**src/rtl/seg_pkg.sv**
```systemverilog
// Shared constants for the seven-segment scanner: segment width,
// logical hex decode table and the logical "all segments off" value.
package seg_pkg;

  localparam int unsigned SEG_W = 7;

  // Logical off pattern (bit = 1 means lit).
  localparam logic [SEG_W-1:0] SEG_BLANK = 7'h00;

  // Hex to {g,f,e,d,c,b,a}, logical polarity.
  localparam logic [SEG_W-1:0] SEG_DECODE [16] = '{
    7'h3F, 7'h06, 7'h5B, 7'h4F, 7'h66, 7'h6D, 7'h7D, 7'h07,
    7'h7F, 7'h6F, 7'h77, 7'h7C, 7'h39, 7'h5E, 7'h79, 7'h71
  };

endpackage

```
**src/rtl/seven_segment_decoder.sv**
```systemverilog
// Combinational hex nibble to logical seven-segment pattern.
module seven_segment_decoder
  import seg_pkg::*;
(
  input  logic [3:0]       nibble,
  output logic [SEG_W-1:0] segments
);

  // Table lookup of the logical segment pattern.
  always_comb begin
    segments = SEG_DECODE[nibble];
  end

endmodule

```
**src/rtl/seven_segment_scanner.sv**
```systemverilog
// Time-multiplexed N-digit seven-segment driver with guard cycle,
// frame-synchronous display update and configurable pin polarity.
// Optional blink support is built when SEG_BLINK_EN is defined.
module seven_segment_scanner
  import seg_pkg::*;
#(
  parameter int unsigned NUM_DIGITS     = 4,
  parameter int unsigned PRESCALE       = 50000,
  parameter bit          SEG_ACTIVE_LOW = 1'b1,
  parameter bit          DIG_ACTIVE_LOW = 1'b1,
  parameter int unsigned BLINK_FRAMES   = 64
) (
  input  logic                    clk,
  input  logic                    rst_n,
  input  logic                    load,
  input  logic [4*NUM_DIGITS-1:0] digit_data,
  input  logic [NUM_DIGITS-1:0]   blank_mask,
  input  logic [NUM_DIGITS-1:0]   blink_mask,
  output logic [SEG_W-1:0]        seg_out,
  output logic [NUM_DIGITS-1:0]   dig_sel,
  output logic                    frame_done
);

  localparam int unsigned CNT_W = $clog2(PRESCALE);
  localparam int unsigned IDX_W = (NUM_DIGITS > 1) ? $clog2(NUM_DIGITS) : 1;
  localparam logic [CNT_W-1:0] CNT_LAST = CNT_W'(PRESCALE - 1);
  localparam logic [IDX_W-1:0] IDX_LAST = IDX_W'(NUM_DIGITS - 1);
  localparam logic [SEG_W-1:0] SEG_OFF = SEG_ACTIVE_LOW ? '1 : '0;
  localparam logic [NUM_DIGITS-1:0] DIG_OFF = DIG_ACTIVE_LOW ? '1 : '0;

  logic [CNT_W-1:0]        cnt;
  logic [IDX_W-1:0]        idx;
  logic [4*NUM_DIGITS-1:0] pend_data;
  logic [NUM_DIGITS-1:0]   pend_blank;
  logic                    pend_v;
  logic [4*NUM_DIGITS-1:0] disp_data;
  logic [NUM_DIGITS-1:0]   disp_blank;

  logic                    slot_end;
  logic                    boundary;
  logic [3:0]              nib;
  logic [NUM_DIGITS-1:0]   dig_l;
  logic                    blank_sel;
  logic                    blink_sel;
  logic                    suppress;
  logic [SEG_W-1:0]        dec_seg;
  logic [SEG_W-1:0]        seg_l;

  assign slot_end = (cnt == CNT_LAST);
  assign boundary = slot_end && (idx == IDX_LAST);

  // Prescaler and digit index scan.
  always_ff @(posedge clk or negedge rst_n) begin
    if (!rst_n) begin
      cnt <= '0;
      idx <= '0;
    end else if (slot_end) begin
      cnt <= '0;
      idx <= (idx == IDX_LAST) ? '0 : idx + 1'b1;
    end else begin
      cnt <= cnt + 1'b1;
    end
  end

  // Pending/display double buffer; a load on the boundary bypasses pending.
  always_ff @(posedge clk or negedge rst_n) begin
    if (!rst_n) begin
      pend_data  <= '0;
      pend_blank <= '0;
      pend_v     <= 1'b0;
      disp_data  <= '0;
      disp_blank <= '0;
    end else if (boundary) begin
      pend_v <= 1'b0;
      if (load) begin
        disp_data  <= digit_data;
        disp_blank <= blank_mask;
      end else if (pend_v) begin
        disp_data  <= pend_data;
        disp_blank <= pend_blank;
      end
    end else if (load) begin
      pend_data  <= digit_data;
      pend_blank <= blank_mask;
      pend_v     <= 1'b1;
    end
  end

  // Select nibble, blank bit, blink bit and logical enable of digit idx.
  always_comb begin
    nib       = '0;
    dig_l     = '0;
    blank_sel = 1'b0;
    blink_sel = 1'b0;
    for (int unsigned k = 0; k < NUM_DIGITS; k++) begin
      if (idx == IDX_W'(k)) begin
        nib       = disp_data[4*k +: 4];
        dig_l[k]  = 1'b1;
        blank_sel = disp_blank[k];
        blink_sel = blink_mask[k];
      end
    end
  end

`ifdef SEG_BLINK_EN
  localparam int unsigned FR_W = (BLINK_FRAMES > 1) ? $clog2(BLINK_FRAMES) : 1;
  localparam logic [FR_W-1:0] FR_LAST = FR_W'(BLINK_FRAMES - 1);

  logic [FR_W-1:0] frame_cnt;
  logic            blink_phase;

  // Frame counter; blink phase flips each time it wraps.
  always_ff @(posedge clk or negedge rst_n) begin
    if (!rst_n) begin
      frame_cnt   <= '0;
      blink_phase <= 1'b0;
    end else if (boundary) begin
      if (frame_cnt == FR_LAST) begin
        frame_cnt   <= '0;
        blink_phase <= ~blink_phase;
      end else begin
        frame_cnt <= frame_cnt + 1'b1;
      end
    end
  end

  assign suppress = blink_phase & blink_sel;
`else
  logic unused_blink;
  assign unused_blink = blink_sel ^ (BLINK_FRAMES == 0);
  assign suppress     = 1'b0;
`endif

  seven_segment_decoder u_decoder (
    .nibble   (nib),
    .segments (dec_seg)
  );

  assign seg_l = (blank_sel || suppress) ? SEG_BLANK : dec_seg;

  // Registered pins: guard slot at cnt==0, else selected digit, physical polarity.
  always_ff @(posedge clk or negedge rst_n) begin
    if (!rst_n) begin
      seg_out    <= SEG_OFF;
      dig_sel    <= DIG_OFF;
      frame_done <= 1'b0;
    end else begin
      frame_done <= boundary;
      if (cnt == '0) begin
        seg_out <= SEG_OFF;
        dig_sel <= DIG_OFF;
      end else begin
        seg_out <= seg_l ^ {SEG_W{SEG_ACTIVE_LOW}};
        dig_sel <= dig_l ^ {NUM_DIGITS{DIG_ACTIVE_LOW}};
      end
    end
  end

endmodule

```
**config.mk**
```make
export PLATFORM = sky130hd
export DESIGN_NAME = seven_segment_scanner
export DESIGN_NICKNAME = d
export VERILOG_FILES = /design/src/rtl/seg_pkg.sv /design/src/rtl/seven_segment_decoder.sv /design/src/rtl/seven_segment_scanner.sv
export SDC_FILE = /design/constraint.sdc
export NUM_CORES = 1
export LEC_CHECK = 0
export ABC_AREA = 1
export CAP_MARGIN = 0
export CORE_MARGIN = 2
export CORE_UTILIZATION = 57
export CTS_BUF_LIST = sky130_fd_sc_hd__clkbuf_4 sky130_fd_sc_hd__clkbuf_8 sky130_fd_sc_hd__clkbuf_16
export DETAILED_ROUTE_END_ITERATION = 8
export GPL_TIMING_DRIVEN = 0
export PLACE_DENSITY = 0.8
export SYNTH_ARGS = -nofsm -noshare
export SYNTH_HDL_FRONTEND = slang
export SYNTH_HIERARCHICAL = 1
export SYNTH_SLANG_ARGS = --single-unit
```
**constraint.sdc**
```tcl
create_clock -name clk -period 2.5 [get_ports clk]
set_input_delay 0.625 -clock clk [delete_from_list [all_inputs] [get_ports clk]]
set_output_delay 0.625 -clock clk [all_outputs]
set_load 0.03 [all_outputs]
```
======== After elaboration in Yosys (flattened, before gate mapping) ========
Memory sizes are Yosys's and may differ from the RTL's.
Cells that the tools add are included.
cells by class
  $add $sub $neg .......................... 2
  magnitude comparators ................... 1
  equality and inequality tests ........... 4
  multiplexer cells ....................... 25
  bitwise gates (word level) .............. 4
  reduce and logical (&&, ||, !) cells .... 7
operators with widths
  operator                 number
  $mux W16                 3
  $mux W4                  7
  $mux W7                  4
  $add A16 B1 Y16 const B  1
  $eq A16 B16 Y1 const B   1
  $logic_not A16 Y1        1
  $mux W1                  10
  $not A7 Y7               1
  $ge A5 B5 Y1 const B     1
  $not A4 Y5               1
  $eq A2 B2 Y1 const B     2
  $not A4 Y4               1
  $reduce_and A2 Y1        2
  $reduce_bool A2 Y1       2
  $add A2 B1 Y2 const B    1
  $eq A2 B1 Y1 const B     1
  $logic_not A2 Y1         1
  $mux W2                  1
  $logic_and A1 B1 Y1      1
  $not A1 Y1               1
storage, ports and cells
  bits in registers ....................... 71
  ROM bits ................................ 112
  output and inout bits ................... 12
  memories kept ........................... 1
memory list
  name              words  width  rd ports  clocked after memory_dff  wr ports  RTL line                     RTL
  (name not given)  16     7      1         0                         0         seven_segment_decoder.sv:11  segments = SEG_DECODE[nibble];

======== Depth between registers and ports, before layout ========
  depth after elaboration ................. 12
  depth in mapped cells ................... 15

======== By module ========
The synthesis kept the hierarchy.
by module, submodules not included
  module                 times used  cells each  area each (um^2)
  seven_segment_scanner  1           455         3,632.2
  seven_segment_decoder  1           52          270.3

======== Worst setup path before layout ========
No wires, ideal clock.
  kind .................................... reg-to-reg
  start ................................... register idx[1]
  end ..................................... register seg_out[3]
  library setup time ...................... 0.106 ns
  data arrival time ....................... 2.045 ns
  data required time ...................... 2.394 ns
  path slack .............................. 0.348 ns
  stages on the path, launching flop included .. 15
  buffers on the path ..................... 1
  clock period less this slack ............ 2.152 ns
  cell sequence ........................... dfrtp_1 > inv_1 > ha_1 > clkbuf_1 > nand2_1 > o21ai_0 > nand2_1 > a21oi_1 > inv_1 > ha_1 > nand2_1 > o21ai_0 > nand2_1 > nand2_1 > nand4_1
between the ends
  cells in the longest elaborated chain, start to end .. 12
  elaborated cells between the ends (all ways) .. 19
RTL lines
  item                                          RTL line                      RTL
  start, declared                               seven_segment_scanner.sv:32   logic [IDX_W-1:0] idx;
  start signal, assigned                        seven_segment_scanner.sv:59   idx <= (idx == IDX_LAST) ? '0 : idx + 1'b1;
  $logic_not A2 Y1                              seven_segment_scanner.sv:96   if (idx == IDX_W'(k)) begin
  $mux W4 (3 in a row)                          seven_segment_scanner.sv:96
  $mux W4 *                                     seven_segment_scanner.sv:96
  via nib[1]                                    seven_segment_scanner.sv:41   logic [3:0] nib;
  $not A4 Y5 (not written as such) *            seven_segment_decoder.sv:11
  $mem_v2 Z16 W7 *                              n/a
  $mux W7 (not written as such) * (2 in a row)  seven_segment_decoder.sv:11
  via dec_seg[3]                                seven_segment_scanner.sv:46   logic [SEG_W-1:0] dec_seg;
  $mux W7 *                                     seven_segment_scanner.sv:139  assign seg_l = (blank_sel || suppress) ? SEG_BLANK : dec_seg;
  $not A7 Y7 (no source line) *                 n/a
  $mux W7 *                                     seven_segment_scanner.sv:149  if (cnt == '0) begin
  end signal, assigned                          seven_segment_scanner.sv:153  seg_out <= seg_l ^ {SEG_W{SEG_ACTIVE_LOW}};
  end, declared                                 seven_segment_scanner.sv:19   output logic [SEG_W-1:0] seg_out,
Mark *: on every way through the listed nets, which the timed path passes. The rest lies on a longest branch. The select of a mux whose other input is x is not followed.
A chain may end at the register's enable or synchronous reset.

======== Final worst setup path ========
Ends and elaborated chain as after synthesis.

==> flow_metrics.py <==
metrics = {
    "critical_path": {
        "worstPathRequired_ps": 2740,
        "slowest_delay_ps": 410,
        "critPathKind": "flop to flop",
        "crit_arrival_ps": 2510,
        "worstPathMaxFanout": 11,
        "worstSetupEndpointType": "flop",
        "critPathSlowestCell": "dfrtp_1",
        "cp_common_cell": "nand2_1",
        "path_cells": "inv_1 -> ha_2 -> nand2_1 -> o21ai_0 -> nand2_1 -> a21oi_4 -> inv_1 -> ha_1 -> nand2_1 -> o21ai_0 -> nand2_1 -> nand2_1 -> nand4_1",
        "worst_setup_path_start_kind": "flop",
    },
    "finish": {
        "fin_area_sq_um": 4596,
        "utilization": 0.6840,
        "layout-drive-gt1-share": 0.1135,
        "stdcell_count": 635,
        "antenna_cells": 0,
        "nets": 590,
        "syn_to_final_growth_pct": 17.76,
    },
    "synth": {
        "synth-edff-count": 0,
        "synth-seq-cells": 71,
        "yosysMostFrequentCell": "nand2_1",
        "synth_common_cells": "181 x nand2_1, 60 x dfrtp_1, 54 x inv_1",
        "syn_avg_cell_area_sq_um": 7.697,
        "yosysUniqueCellTypes": 33,
        "seq_area_frac_synth": 0.4588,
        "yosysWarningCount": 6,
        "yosys.area.top_type": "dfrtp_1",
        "async_flop_share": 1.000,
        "synthesis.area_sq_um": 3902,
        "syn-num-nets": 547,
        "ys.flop_type": "dfrtp_1",
        "syn_inst": 507,
        "synth_area_leaders": "dfrtp_1 38%, nand2_1 17%, dfstp_2 7.4%",
        "synth.top_cell.area_share": 0.3847,
    },
    "pwr": {
        "p_total_mw": 2.393,
        "p_leak_nw": 2.312,
        "power.density_nw_per_um2": 520.7,
        "ir_drop_mv": 0.3099,
    },
    "clock_network": {
        "clkSinkCount": 71,
        "cts_root_buf": "clkbuf_8",
        "postCtsHoldBufs": 0,
        "cts.path.max_buffers": 2,
        "ctsResizeCount": 2,
        "htreeDepth": 3,
        "numCtsBuffers": 9,
        "post-cts-setup-buffers": 0,
        "path_clk_slew_ps": 70,
        "clkLatencyLatePin_ps": 350,
        "cts_tree": "yes",
    },
    "placed_design": {
        "gp_congestion": 0.9249,
        "place_inst": 620,
        "place_area_sq_um": 4330,
        "dp_hpwl_um": 5764,
        "dp_slack_ps": -45.11,
        "portBuffers": 33,
    },
    "die": {
        "dieArea_sq_um": 7525,
        "num_rows": 30,
        "core_area_sq_um": 6719,
        "pin_count": 39,
        "die_x_um": 86.75,
        "initial_core_util": 0.5808,
        "chipHeight_um": 86.75,
    },
    "routing": {
        "drt_first_pass_iters": 5,
        "drcViolationCount": 0,
        "initialDrtViolationCount": 165,
        "antenna_left": 0,
        "wl_um": 8042,
        "vias": 3346,
        "routedWlPerCell_um": 12.66,
        "routed_via_density": 5.269,
    },
    "sta": {
        "maxSlewViolCount": 0,
        "fin_crit_sh": 0.9075,
        "hold_viol_final": 0,
        "min_period_ps": 2269,
        "max_slew_margin": 0.4125,
        "holdWs_ps": 363.4,
        "finalSetupTns_ps": 0,
        "rsz0062_at_grt": "false",
        "skew_ps": 7.400,
        "setup_violations": 0,
        "timing.fmax_mhz": 440.8,
        "fin_ws_ps": 231.3,
        "worst-slew-pin-transition_ps": 881.2,
    },
    "global_route": {
        "grt_pass1_wl_um": 13800,
        "grt_usage": 0.2331,
        "grt_max_degree": 72,
        "gr-total-overflow": 0,
        "grt_pass1_vias": 3111,
        "grt_antenna_before_repair": 0,
    },
    "outcome": {
        "status": "finished clean",
    },
    "flow_run": {
        "max_cap_viol_count": 0,
    },
    "worst_hold_path": {
        "worstHoldPathType": "primary input to asynchronous set/reset pin",
    },
}
==> power by group <==
group          switching, mW  internal, mW  total [mW]
clock                  0.417         0.638        1.05
sequential            0.0145          1.18        1.19
combinational         0.0840        0.0620       0.146
total                  0.516          1.88        2.39
==> area by class of cell <==
cell class / instances / area (sq um)
inverters: 56 / 210.2
clock inverters: 3 / 65.06
well taps: 80 / 100.1
flip-flops and latches: 71 / 1790
repair buffers: 33 / 327.8
clock buffers: 13 / 166.4
plain buffers: 22 / 146.4
fillers: 589 / 2123
multi-input cells: 357 / 1789
==> logic make-up after synthesis <==
| logic type | share of synthesized area |
|---|---|
| adder cells (fa/ha/maj) | 0.04168 |
| AO/OA/AOI/OAI | 0.05739 |
| AND/OR/NAND/NOR | 0.3386 |
| flip-flops | 0.4588 |
| XOR/XNOR | 0.01122 |
| buffers and inverters | 0.09234 |
==> path summary, 6_finish.rpt <==
path | startpoint | to | slack (ps) | cells past startpoint
worst min-delay path | rst_n | cnt[7]$_DFF_PN0_ | 360 | 1
min in group clk | pend_blank[0]$_DFFE_PN0P_ | pend_blank[0]$_DFFE_PN0P_ | 470 | 2
worst max register to register | idx[1]$_DFFE_PN0N_ | seg_out[3]$_DFF_PN1_ | 230 | 13
worst max-delay path | idx[1]$_DFFE_PN0N_ | seg_out[3]$_DFF_PN1_ | 230 | 13
max in group asynchronous | rst_n | cnt[3]$_DFF_PN0_ | 1520 | 1
worst min register to register | pend_blank[0]$_DFFE_PN0P_ | pend_blank[0]$_DFFE_PN0P_ | 470 | 2
==> per-layer routing <==
layer  up-vias  part of all wire  global-route usage
met5         -                 0                   0
met4         0             0.022              0.1065
li1       1687                 -                   -
met2        83              0.49              0.3818
met1      1562              0.45              0.2991
met3        14             0.041             0.04571
==> critical path, delay by kind of cell, from the launching register on <==
family                   cells  cell delay (ps)
AO/OA/AOI/OAI                3              400
buffers and inverters        2              260
adder cells (fa/ha/maj)      2              610
flip-flops                   1              410
AND/OR/NAND/NOR              6              470
==> flip-flops by register name, indices dropped and copies added (netlist names) <==
signal	cells
seg_out	7
frame_done	1
pend_data	16
cnt	16
disp_data	16
idx	2
disp_blank	4
pend_blank	4
dig_sel	4
pend_v	1
==> cell usage in the layout, fill, tap and decap left out, types with 5 or more instances in the layout <==
cell,instances
nand4_1,31
dfstp_2,11
clkbuf_4,5
ha_1,11
o21ai_0,27
inv_1,54
nor2_1,33
dfrtp_1,60
nand3_1,30
nor3_1,5
clkdlybuf4s50_1,32
nand2_1,181
a21oi_1,9
buf_2,6
clkbuf_1,5
clkbuf_8,11
Note: power is estimated with default switching activity, not from simulation.
